**src/rtl/quiz_round_ctrl.sv**
```systemverilog
// Round controller for the speed mental-conversion quiz: draws questions from an
// LFSR, times the answer window on slow_clk ticks, checks answers and keeps score.
module quiz_round_ctrl #(
    parameter int         TIME_LIMIT = 10,
    parameter int         NUM_ROUNDS = 5,
    parameter logic [7:0] LFSR_SEED  = 8'hA5
) (
    input  logic       clk_in,
    input  logic       reset,
    input  logic       slow_clk,
    input  logic       start,
    input  logic [7:0] answer,
    input  logic       answer_valid,
    output logic [7:0] question,
    output logic       q_valid,
    output logic [3:0] time_left,
    output logic       correct,
    output logic       timeout,
    output logic [3:0] score,
    output logic       busy,
    output logic       done
);

    typedef enum logic [2:0] {
        S_IDLE,
        S_ASK,
        S_WAIT,
        S_RESULT,
        S_DONE
    } state_t;

    localparam logic [3:0] TIME_INIT  = 4'(TIME_LIMIT);
    localparam logic [3:0] LAST_ROUND = 4'(NUM_ROUNDS - 1);
    localparam logic [3:0] MAX_SCORE  = 4'(NUM_ROUNDS);

    state_t     state;
    state_t     state_next;
    logic       slow_q;
    logic       tick;
    logic       hit;
    logic [7:0] lfsr;
    logic [3:0] round;

    // slow_clk is only sampled as data; its rising edge becomes a one-cycle tick
    always_ff @(posedge clk_in or posedge reset) begin
        if (reset) begin
            slow_q <= 1'b0;
        end else begin
            slow_q <= slow_clk;
        end
    end

    assign tick = slow_clk & ~slow_q;
    assign hit  = (answer == question);

    // Fibonacci x^8+x^6+x^5+x^4+1, free-running so question timing depends on the player
    always_ff @(posedge clk_in or posedge reset) begin
        if (reset) begin
            lfsr <= LFSR_SEED;
        end else begin
            lfsr <= {lfsr[6:0], lfsr[7] ^ lfsr[5] ^ lfsr[4] ^ lfsr[3]};
        end
    end

    always_ff @(posedge clk_in or posedge reset) begin
        if (reset) begin
            state <= S_IDLE;
        end else begin
            state <= state_next;
        end
    end

    always_comb begin
        state_next = state;
        q_valid    = 1'b0;
        busy       = 1'b0;
        done       = 1'b0;
        case (state)
            S_IDLE: begin
                if (start) begin
                    state_next = S_ASK;
                end
            end
            S_ASK: begin
                busy       = 1'b1;
                state_next = S_WAIT;
            end
            S_WAIT: begin
                busy    = 1'b1;
                q_valid = 1'b1;
                // a submitted answer beats a coincident final tick
                if (answer_valid) begin
                    state_next = S_RESULT;
                end else if (tick && (time_left == 4'd1)) begin
                    state_next = S_RESULT;
                end
            end
            S_RESULT: begin
                busy = 1'b1;
                if (tick) begin
                    state_next = (round == LAST_ROUND) ? S_DONE : S_ASK;
                end
            end
            S_DONE: begin
                done = 1'b1;
                if (start) begin
                    state_next = S_ASK;
                end
            end
            default: begin
                state_next = S_IDLE;
            end
        endcase
    end

    always_ff @(posedge clk_in or posedge reset) begin
        if (reset) begin
            question  <= 8'h00;
            time_left <= 4'd0;
            correct   <= 1'b0;
            timeout   <= 1'b0;
            score     <= 4'd0;
            round     <= 4'd0;
        end else begin
            case (state)
                S_IDLE, S_DONE: begin
                    if (start) begin
                        score <= 4'd0;
                        round <= 4'd0;
                    end
                end
                S_ASK: begin
                    question  <= lfsr;
                    time_left <= TIME_INIT;
                    correct   <= 1'b0;
                    timeout   <= 1'b0;
                end
                S_WAIT: begin
                    if (answer_valid) begin
                        correct <= hit;
                        if (hit && (score != MAX_SCORE)) begin
                            score <= score + 4'd1;
                        end
                    end else if (tick) begin
                        time_left <= time_left - 4'd1;
                        if (time_left == 4'd1) begin
                            timeout <= 1'b1;
                        end
                    end
                end
                S_RESULT: begin
                    if (tick && (round != LAST_ROUND)) begin
                        round <= round + 4'd1;
                    end
                end
                default: begin
                end
            endcase
        end
    end

endmodule

```
**config.mk**
```make
export PLATFORM = sky130hd
export DESIGN_NAME = quiz_round_ctrl
export DESIGN_NICKNAME = d
export VERILOG_FILES = /design/src/rtl/quiz_round_ctrl.sv
export SDC_FILE = /design/constraint.sdc
export NUM_CORES = 1
export LEC_CHECK = 0
export ABC_CLOCK_PERIOD_IN_PS = 1700
export CORE_ASPECT_RATIO = 1.2
export CORE_MARGIN = 2
export CORE_UTILIZATION = 46
export CTS_CLUSTER_DIAMETER = 60
export DETAILED_ROUTE_END_ITERATION = 16
export HOLD_SLACK_MARGIN = 0.05
export PLACE_DENSITY_LB_ADDON = 0.12
export SYNTH_ARGS = -nofsm -noshare
export SYNTH_HDL_FRONTEND = slang
export SYNTH_SLANG_ARGS = --single-unit
```
**constraint.sdc**
```tcl
create_clock -name clk_in -period 1.7 [get_ports clk_in]
set_input_delay 0.34 -clock clk_in [delete_from_list [all_inputs] [get_ports clk_in]]
set_output_delay 0.34 -clock clk_in [all_outputs]
set_load 0.1 [all_outputs]
```
### Word level (Yosys, flattened, before mapping)

Cells that the tools add are included.
Widths: inputs -> output; s select.

* output and inout bits: 21
* bits of input ports: 13
* register bits: 34
* logic and storage cells: 74

* equal/unequal tests: 18
* mux-type cells: 24
* bitwise operators: 5
* $add $sub $neg: 3
* reductions and logical operators: 15

Operator list (number)
* $mux 4: 6
* $pmux 4 s2: 3
* $mux 3: 5
* $ne 2x2->1 const B: 7
* $pmux 3 s4: 1
* $reduce_and 3->1: 3
* $add 4x1->4 const B: 2
* $eq 8x8->1: 1
* $ne 4x3->1 const B: 2
* $reduce_and 4->1: 2
* $mux 1: 7
* $eq 3x2->1 const B: 2
* $reduce_bool 2->1: 3
* $eq 4x1->1 const B: 1
* $eq 4x3->1 const B: 1
* $pmux 1 s2: 2
* $sub 4x1->4 const B: 1
* $eq 3x1->1 const B: 1
* $eq 3x3->1 const B: 1
* $logic_and 1x1->1: 3
* $logic_not 3->1: 1
* $ne 3x3->1 const B: 1
* $reduce_or 3->1: 1
* $xor 1x1->1: 3
* 5 further kinds: 5

### Depth between registers and ports, before layout

* depth after elaboration: 6
* mapped depth: 8
* mapped depth without buffers: 7

### Worst setup path after synthesis

No wires, ideal clock.

* kind: flip-flop to output port
* from: reg state[0]
* to: out busy
* arrival time: 1.948 ns
* required time: 1.360 ns
* cell stages (with the launch flop): 4
* buffers on the path: 1
* slack: -0.588 ns
* path through: dfrtp_1 -> clkbuf_1 -> nor2_1 -> nor2_1

* word-level cells in the longest chain between the ends: 3
* elaborated cells between the ends (all ways): 5
* classes of those cells: eq/ne (3); mux (1); reduce/logical (1)

RTL lines
* start: declaration: RTL line 36 `state_t state;`
* start signal: assignment: RTL line 69 `state <= state_next;`
* $eq 3x2->1 / $eq 3x1->1 (equally long branches): RTL line 78 `case (state)`
* $reduce_or 3->1 (no source line) *
* $mux 1 *: RTL line 78
* end: declaration: RTL line 20 `output logic busy,`

Mark *: on every way between the ends. The rest lies on a longest branch, timed or not.

### Worst setup path in the final report

* from: reg state[2]
* to: out q_valid

* word-level cells in the longest chain between the ends: 2

RTL lines
* $eq 3x2->1: RTL line 78
* $mux 1: RTL line 78
* end: declaration: RTL line 15 `output logic q_valid,`

No other way between the ends.

==> flow_summary.toml <==
[cells_and_area]
area_delta_synth_final_pct = 54.4
seqCellArea_sq_um = 885
nets = 253
drive_gt1_frac = 0.383
stdcell_count = 274
insertedDiodeCount = 0
multi_input_area_sq_um = 813
final_area_sq_um = 2610
fill_cells = 260

[clock_network]
cts_tree = "built"
clockRootBuffer = "clkbuf_8"
cts_num_sinks = 34
cts_made_buffers = 5
cts.path.max_buffers = 2
worstSkewPairLatency_ns = 0.28
cts_htree_levels = 2
path_clk_slew_ns = 0.07

[synth]
syn-instance-count = 175
synth_area_leaders = "dfrtp_1, nand2_1, dfstp_2"
synthFlopType = "dfrtp_1"
syn-cell-area_sq_um = 1690
ys_seq_area_frac = 0.507
synthDistinctLibCells = 38
ys_async_sr_fraction = 1.00
avgSynthCellArea_sq_um = 9.65
synth_enable_flop_cells = 0
syn_nets = 194
yosysMostFrequentCell = "nand2_1"
yosysTopAreaCellShare = 0.444
yosys_warnings = 0
synth-seq-cells = 34
ys_top_cells_by_count = "nand2_1, dfrtp_1, nor2_1"
yosys.area.top_type = "dfrtp_1"

[sta]
slew_headroom = 0.719
fin_crit_sh = 1.08
layout_setup_ws_ns = -0.128
grt_setup_unrepaired = "yes"
min_period_ns = 1.83
slew_violations = 0
final.setup_skew_ns = 0.00929
hold_viol_final = 0
max_freq_mhz = 547
setup-violations-final = 5
worstMarginPinSlew_ns = 0.422

[global_route]
antenna_found_initial = 0
grt_use_met3 = 0.0537
grt_pass1_wl_microns = 6870
global_route.usage.met1 = 0.262
met2_usage = 0.371
grt_max_degree = 35
grt-ovfl-total = 0
track_usage = 0.220
busiest_layer = "met2"
grt_pass1_vias = 1510

[run]
cap_violations = 0

[worst_setup_path]
worst-path-buf-inv = 3
worst_setup_path_end_kind = "output pin"
cp_top_family = "simple AND/OR/NAND/NOR gates"
crit_path_cell_trace = "or3b_4 > buf_6 > clkinvlp_4 > buf_12"
reg2reg_from = "state[2]$_DFFE_PP0P_"
cp_max_fo = 4
crit_required_ns = 1.36
crit_arrival_ns = 1.49
timing.rr.end = "score[1]$_DFFE_PP0P_"
slowest_stage = "or3b_4"
critPathKind = "reg -> out"
max_stage_delay_ns = 0.41
reg2regPathDepth = 5
startpoint_type = "flip-flop"
ff2ff_setup_slack_ns = -0.11

[routing]
drt_iter0_drc = 68
wl_per_cell_microns = 14.9
vias_per_cell = 5.31
firstDrtPassIters = 4
dr_total_vias = 1454
drt-total-wl_microns = 4080
ant_nets = 0
drcViolationCount = 0

[status]
status = "complete, but fails checks"
violations = "setup timing"

[power_and_ir_drop]
peakVddDrop_uv = 1020
power_mw = 3.68
p_leak_nw = 1.22
p_per_area_nw_per_um2 = 1410

[place]
placed_area_sq_um = 2430
dpl.hpwl_microns = 2980
place_congestion = 0.754
dp.cells = 260
port_buffers = 33

[floorplanning]
start_util = 0.473
rows = 24
dieArea_sq_um = 4170
die_h_microns = 70.4
die_w_microns = 59.3
io_pins = 34
coreArea_sq_um = 3570

[hold_path]
min_to = "lfsr[7]$_DFF_PP1_"
hold_path.startpoint = "lfsr[6]$_DFF_PP0_"
hold_path_depth = 0
hold_path.class = "reg -> reg"
## worst reg2reg max path, cell delays in order (launching register included)
cell     delay (ns)
dfrtp_1        0.39
or3b_4         0.41
buf_4          0.15
nor3_4         0.15
and4_4         0.30
mux2_4         0.31
## routing by layer
layer / share of wire / routed length (microns)
met5: 0 / 0
met3: 0.034 / 138
met1: 0.40 / 1630
met2: 0.55 / 2260
met4: 0.013 / 51
## report_power, final
group	internal, mW	switching (mW)	total (mW)
sequential	0.952	0.164	1.12
clock	0.326	0.283	0.609
combinational	0.770	1.19	1.96
## final cells by class
| cell class | instances | area share |
|---|---|---|
| clock inverter | 1 | 0.00192 |
| timing repair buffer | 58 | 0.281 |
| clock buffer | 7 | 0.0331 |
| inverter | 9 | 0.0144 |
| multi-input combinational | 126 | 0.312 |
| sequential | 34 | 0.339 |
| tap | 39 | 0.0187 |
## stage by stage
stage / hold WS (ns) / utilization / setup WS (ns) / setup TNS, ns
after floorplan: 0.354 / - / -0.197 / -0.844
after global placement: 0.368 / 0.680 / -0.292 / -1.07
after detailed placement: 0.364 / 0.680 / -0.358 / -1.51
after CTS: 0.389 / 0.711 / -0.156 / -0.165
after global routing: 0.402 / 0.730 / -0.161 / -0.788
final: 0.384 / 0.730 / -0.128 / -0.420
## how the worst max path moves through the flow
stage	start	endpoint	slack, ns	depth (start not counted)
2_1_floorplan	question[0]$_DFFE_PP0P_	score[0]$_DFFE_PP0P_	-0.20	6
6_report	state[2]$_DFFE_PP0P_	q_valid	-0.13	4
4_1_cts	state[0]$_DFFE_PP0P_	q_valid	-0.16	4
5_1_grt	state[2]$_DFFE_PP0P_	score[1]$_DFFE_PP0P_	-0.16	5
3_3_place_gp	answer[0]	score[1]$_DFFE_PP0P_	-0.29	5
3_5_place_dp	answer[0]	score[1]$_DFFE_PP0P_	-0.36	5
## registers in the layout, summed over array words and instances, names as in the netlist
name and count:
lfsr 8, question 8, round 4, score 4, time_left 4, state 3, correct 1, slow_q 1
timeout 1
## cell families (layout without fill, tap and decap cells)
logic type                 after synthesis  after routing  synth area share
AOI/OAI and AO/OA                       30             30             0.110
xor gates and xnor gates                12             12            0.0622
adders and majority gates                6              6            0.0444
buffers and inverters                   15             75            0.0467
DFF                                     34             34             0.507
muxes                                    3              3            0.0215
and+or+nand+nor                         75             75             0.209
## repair_timing
item / in CTS / in global routing
hold buffers: 0 / 0
setup buffers: 1 / 5
pin swaps: 1 / 1
gates resized for setup: 5 / 5
endpoints found under the setup margin: 8 / 10
## cells in the final DEF, fill, tap and decap left out, drive strengths merged, types with 2 or more instances in the layout
| cell type | n |
|---|---|
| nand2b | 2 |
| mux2 | 2 |
| a2bb2oi | 2 |
| a21oi | 7 |
| nand2 | 41 |
| dfstp | 4 |
| nand3 | 2 |
| nor3b | 2 |
| xnor2 | 2 |
| ha | 6 |
| clkbuf | 7 |
| nor2 | 12 |
| nor2b | 3 |
| buf | 46 |
| and2 | 2 |
| xor2 | 10 |
| nor3 | 5 |
| dfrtp | 30 |
| a31oi | 4 |
| o21ai | 10 |
| inv | 8 |
| clkdlybuf4s50 | 12 |
(Power assumes the default switching activity.)
